## config.mk

```make
export PLATFORM = sky130hd
export DESIGN_NAME = ccw_frame_gen
export DESIGN_NICKNAME = d
export VERILOG_FILES = /design/src/rtl/ccw_frame_gen.sv
export SDC_FILE = /design/constraint.sdc
export NUM_CORES = 1
export LEC_CHECK = 0
export BUFFER_PORTS_ARGS = -buffer_cell sky130_fd_sc_hd__buf_2
export CORE_MARGIN = 4
export CORE_UTILIZATION = 55
export CTS_CLUSTER_SIZE = 8
export DETAILED_ROUTE_END_ITERATION = 8
export PLACE_DENSITY = 0.71
export SETUP_SLACK_MARGIN = 0.3
export SYNTH_ARGS = -nofsm -noshare
export SYNTH_HDL_FRONTEND = slang
export SYNTH_SLANG_ARGS = --single-unit
```

## constraint.sdc

```tcl
create_clock -name clk -period 7.7 [get_ports clk]
set_input_delay 1.155 -clock clk [delete_from_list [all_inputs] [get_ports clk]]
set_output_delay 1.155 -clock clk [all_outputs]
set_load 0.02 [all_outputs]
```

## src/rtl/ccw_frame_gen.sv

```systemverilog
// Command-word frame generator: buffers one frame, streams header + payload.
// Optional trailing checksum word when CCW_FRAME_GEN_CSUM_EN is defined.
module ccw_frame_gen #(
    parameter int DATA_W = 8,
    parameter int LEN_W  = 6,
    parameter int DEPTH  = 63
) (
    input  logic              clk,
    input  logic              n_rst,
    input  logic              fill_en,
    input  logic [DATA_W-1:0] fill_d,
    input  logic              commit,
    input  logic              repeat_req,
    input  logic              tx_en,
    output logic              tx_rdy,
    output logic [DATA_W-1:0] tx_d,
    output logic              tx_valid,
    input  logic              tx_ready,
    output logic [LEN_W-1:0]  frame_len,
    output logic              done,
    output logic              err
);

`ifdef CCW_FRAME_GEN_CSUM_EN
    typedef enum logic [2:0] {
        IDLE, ARMED, SEND_N, SEND_DATA, SEND_CSUM
    } state_t;
`else
    typedef enum logic [1:0] {
        IDLE, ARMED, SEND_N, SEND_DATA
    } state_t;
`endif

    localparam logic [LEN_W-1:0] DEPTH_L = LEN_W'(DEPTH);

    state_t state, state_d;

    logic [DATA_W-1:0] mem [DEPTH];
    logic [LEN_W-1:0]  wp, rp, wp_inc;
    logic              idle, fill_ok, commit_ok, repeat_ok;
    logic              err_set, last_xfer, rp_last;

    assign idle      = (state == IDLE);
    assign fill_ok   = idle && fill_en && (wp < DEPTH_L);
    assign wp_inc    = fill_ok ? wp + LEN_W'(1) : wp;
    assign commit_ok = idle && commit && (wp_inc != '0);
    assign repeat_ok = idle && repeat_req && !commit_ok
                    && (frame_len != '0);
    assign rp_last   = (rp == frame_len - LEN_W'(1));
    assign tx_rdy    = !idle;

    // Out-of-IDLE fill/commit and overflow fills are the only error sources
    assign err_set = idle ? (fill_en && (wp == DEPTH_L))
                          : (fill_en || commit);

`ifdef CCW_FRAME_GEN_CSUM_EN
    logic [DATA_W-1:0] csum_acc, csum;

    always_ff @(posedge clk or negedge n_rst) begin
        if (!n_rst) begin
            csum_acc <= '0;
            csum     <= '0;
        end else if (commit_ok) begin
            csum_acc <= '0;
            csum     <= csum_acc + (fill_ok ? fill_d : '0);
        end else if (fill_ok) begin
            csum_acc <= csum_acc + fill_d;
        end
    end
`endif

    always_comb begin
        state_d   = state;
        tx_valid  = 1'b0;
        tx_d      = '0;
        last_xfer = 1'b0;
        unique case (state)
            IDLE: begin
                if (commit_ok || repeat_ok) state_d = ARMED;
            end
            ARMED: begin
                if (tx_en) state_d = SEND_N;
            end
            SEND_N: begin
                tx_valid = 1'b1;
                tx_d     = DATA_W'(frame_len);
                if (tx_ready) state_d = SEND_DATA;
            end
            SEND_DATA: begin
                tx_valid = 1'b1;
                tx_d     = mem[rp];
                if (tx_ready && rp_last) begin
`ifdef CCW_FRAME_GEN_CSUM_EN
                    state_d = SEND_CSUM;
`else
                    state_d   = IDLE;
                    last_xfer = 1'b1;
`endif
                end
            end
`ifdef CCW_FRAME_GEN_CSUM_EN
            SEND_CSUM: begin
                tx_valid = 1'b1;
                tx_d     = csum;
                if (tx_ready) begin
                    state_d   = IDLE;
                    last_xfer = 1'b1;
                end
            end
`endif
            default: state_d = IDLE;
        endcase
    end

    always_ff @(posedge clk or negedge n_rst) begin
        if (!n_rst) begin
            state     <= IDLE;
            wp        <= '0;
            rp        <= '0;
            frame_len <= '0;
            done      <= 1'b0;
            err       <= 1'b0;
        end else begin
            state <= state_d;
            done  <= last_xfer;
            if (commit_ok) begin
                wp        <= '0;
                frame_len <= wp_inc;
            end else if (fill_ok) begin
                wp <= wp_inc;
            end
            if (state == SEND_N && tx_ready)
                rp <= '0;
            else if (state == SEND_DATA && tx_ready)
                rp <= rp + LEN_W'(1);
            if (commit_ok)
                err <= 1'b0;
            else if (err_set)
                err <= 1'b1;
        end
    end

    // Payload storage is deliberately left out of reset
    always_ff @(posedge clk) begin
        if (fill_ok) mem[wp] <= fill_d;
    end

endmodule

```

==> results.sh <==
export IMPL_status="complete, no violations"
export IMPL_tritoncts="built"
export IMPL_crit_family="multiplexers"
export IMPL_num_rows=71
export IMPL_startpoint_type="flop"
export IMPL_cellLeakagePower_uw=0.00755
export IMPL_critPathKind="flop to primary output"
export IMPL_diodes=0
export IMPL_worstMarginPinSlew_ns=1.27
export IMPL_p_sw_frac=0.264
export IMPL_synth_seq_cells=526
export IMPL_crit_fanout=44
export IMPL_vias=10700
export IMPL_clockBufferDepth=3
export IMPL_path_buf_inv=2
export IMPL_dieArea_um2=41600
export IMPL_fin_tns_setup_ns=0
export IMPL_postCtsResizedCells=0
export IMPL_post_cts_buffers=0
export IMPL_cts_sinks=526
export IMPL_die_y_um=204
export IMPL_intPower_uw=5710
export IMPL_critPathMaxStageDelay_ns=0.96
export IMPL_maxSlewHeadroom=0.152
export IMPL_dr_first_iter_drc_count=1392
export IMPL_portBuffers=32
export IMPL_skew_ns=0.0124
export IMPL_clock_root_buffer="clkbuf_16"
export IMPL_fillers=2502
export IMPL_cp_depth=7
export IMPL_synthToLayoutAreaGrowth_pct=12.5
export IMPL_maxSlewViolCount=0
export IMPL_grt_max_degree=139
export IMPL_ir_worst_vdd_mv=0.167
export IMPL_setup_ws_ns=2.48
export IMPL_syn_nets=1106
export IMPL_holdWs_ns=0.524
export IMPL_dp_hpwl_um=26900
export IMPL_die_width_um=204
export IMPL_ys_flop_type="edfxtp_1"
export IMPL_htreeDepth=3
export IMPL_reg2regPathDepth=6
export IMPL_crit_slowest_cell="dfrtp_4"
export IMPL_clkTransAtPathRegs_ns=0.05
export IMPL_setup_viol=0
export IMPL_period_share=0.678
export IMPL_regArea_um2=15700
export IMPL_cp_data_arrival_time_ns=4.06
export IMPL_pre_cts_ws_ns=3.09
export IMPL_wl_per_cell_um=28.3
export IMPL_synth_edf_count=504
export IMPL_pin_count=33
export IMPL_drt_pass1_iter_count=7
export IMPL_required_ns=6.55
export IMPL_ys_seq_area_frac=0.742
export IMPL_switchingPower_uw=2050
export IMPL_clk_latency_ns=0.59
export IMPL_synth_warnings=0
export IMPL_drive_gt1_frac=0.231
export IMPL_ant_nets=0
export IMPL_multi_input_area_um2=5070
export IMPL_clkPwrFrac=0.378
export IMPL_comb_power_share=0.198
export IMPL_core_area_um2=37800
export IMPL_overflow=0
export IMPL_totalWireLength_um=47100
export IMPL_drc=0
export IMPL_power_uw=7750
export IMPL_grt_pass1_wl_um=71100
export IMPL_cap_violations=0
export IMPL_hold_class="flop to flop"
export IMPL_grt_pass1_vias=10900
export IMPL_numCtsBuffers=75
export IMPL_finalWorstPathRequiredPeriod_ns=5.22
export IMPL_initial_utilization=0.560
export IMPL_drt_vias_per_instance=6.42
export IMPL_async_reset_ff_frac=0.0418
export IMPL_yosysUniqueCellTypes=60
export IMPL_ctsHoldBuffers=0
export IMPL_rsz0062_at_grt="no"
export IMPL_fmaxAchievable_ghz=0.192
export IMPL_nets=1163
export IMPL_power_frac_seq=0.424
export IMPL_avgSynthCellArea_um2=19.5
export IMPL_synthesis_area_um2=21100
export IMPL_hold_viol_final=0
export IMPL_antenna_found_initial=0
export IMPL_place_congestion=0.892
export IMPL_hold_depth=2
export IMPL_p_per_area_nw_per_um2=326
export IMPL_cp_end_kind="primary output"
export IMPL_synthCells=1082
export IMPL_grt_usage=0.233
export IMPL_path_cells="buf_4 > mux4_2 > mux2i_1 > a22oi_1 > a32oi_1 > nand2_1 > buf_2"
==> power by group through the flow <==
stage,registers [uW],logic [uW],clock network (uW)
after floorplan,3280,1180,0
final,3290,1540,2930
after CTS,3290,1540,2970
after global placement,3340,1520,0
after detailed placement,3340,1530,0
after global routing,3300,1630,3120
==> worst min-delay path: stages (launching register included) <==
cell	delay, ns
dfrtp_1	0.36
nor2_1	0.05
nor2_1	0.08
==> cells in the mapped netlist (all sizes together), types with 2 or more instances <==
cell / count / share of area
a22o: 2 / 0.00083
a211oi: 5 / 0.0018
mux2: 8 / 0.0043
buf: 40 / 0.012
xor2: 4 / 0.0017
nor3: 4 / 0.00095
edfxtp: 504 / 0.72
a31oi: 5 / 0.0015
or3: 5 / 0.0015
inv: 12 / 0.0021
mux4: 127 / 0.14
o211ai: 5 / 0.0020
and2: 6 / 0.0018
nor2b: 5 / 0.0015
nand2: 48 / 0.0085
a21o: 2 / 0.00071
nand4: 9 / 0.0027
mux2i: 38 / 0.018
a21oi: 11 / 0.0028
clkbuf: 21 / 0.0038
nor2: 90 / 0.016
a311oi: 2 / 0.00083
o221ai: 3 / 0.0012
ha: 9 / 0.0053
or3b: 3 / 0.0012
a22oi: 5 / 0.0018
o21ai: 15 / 0.0036
o22ai: 7 / 0.0021
xnor2: 8 / 0.0033
and3: 4 / 0.0012
o31ai: 5 / 0.0018
a32oi: 3 / 0.0012
or2: 2 / 0.00059
nand3b: 9 / 0.0032
dfrtp: 22 / 0.026
nand3: 18 / 0.0045
a221o: 2 / 0.00095
==> registers in the layout, summed over array words and instances (netlist names) <==
register	cells
rp	6
frame_len	6
err	1
done	1
mem	504
state	2
wp	6
==> per-layer routing <==
layer	part of all wire	wire length, um	GRT usage	up-vias
met2	0.47	22200	0.353	587
met4	0.023	1060	0.0680	0
met5	0	0	0	-
met1	0.41	19200	0.343	5533
met3	0.098	4600	0.0590	74
li1	-	-	-	4500
==> layout make-up <==
class                           instances  share of cell area
Clock buffer                           90              0.0849
Clock inverter                          4             0.00237
Inverter                               13             0.00205
Multi-Input combinational cell        482               0.213
Sequential cell                       526               0.660
Tap cell                              511              0.0269
Timing Repair Buffer                   41              0.0106
==> path summary, 6_finish.rpt <==
path | startpoint | to | slack (ns)
min | err | err | 0.52
max reg2reg | state[0] | mem[45][4] | 4.46
min in group asynchronous | n_rst | frame_len[4] | 0.57
max | rp[0] | tx_d[4] | 2.48
min reg2reg | err | err | 0.52
max in group asynchronous | n_rst | rp[1] | 6.71
==> through the flow <==
stage / utilization / cell area (um^2) / cells
5_1_grt: 0.630 / 23800 / 1667
2_1_floorplan: - / 21100 / 1082
6_report: 0.630 / 23800 / 1667
3_5_place_dp: 0.575 / 21700 / 1573
4_1_cts: 0.630 / 23800 / 1667
3_3_place_gp: 0.575 / 21700 / 1573
==> placed cells by master (no fill, tap or decap), types with 11 or more instances in the layout <==
cell type and instances:
inv_1 12, edfxtp_1 504, nor2_1 90, dfrtp_1 19, nand2_1 48, mux2i_1 38
clkbuf_16 79, clkbuf_1 11, mux4_2 127, buf_2 32, o21ai_0 15, nand3_1 17
==> kinds of logic (layout without fill, tap and decap cells) <==
logic type,Yosys count,after routing,synth area share
AND/OR/NAND/NOR,207,207,0.0449
buffers and inverters,74,148,0.0183
XOR/XNOR,12,12,0.00497
AO/OA/AOI/OAI,81,81,0.0270
adder cells (fa/ha/maj),9,9,0.00533
flip-flops,526,526,0.742
multiplexers,173,173,0.158
No activity file was read; power rests on OpenSTA's default activity.
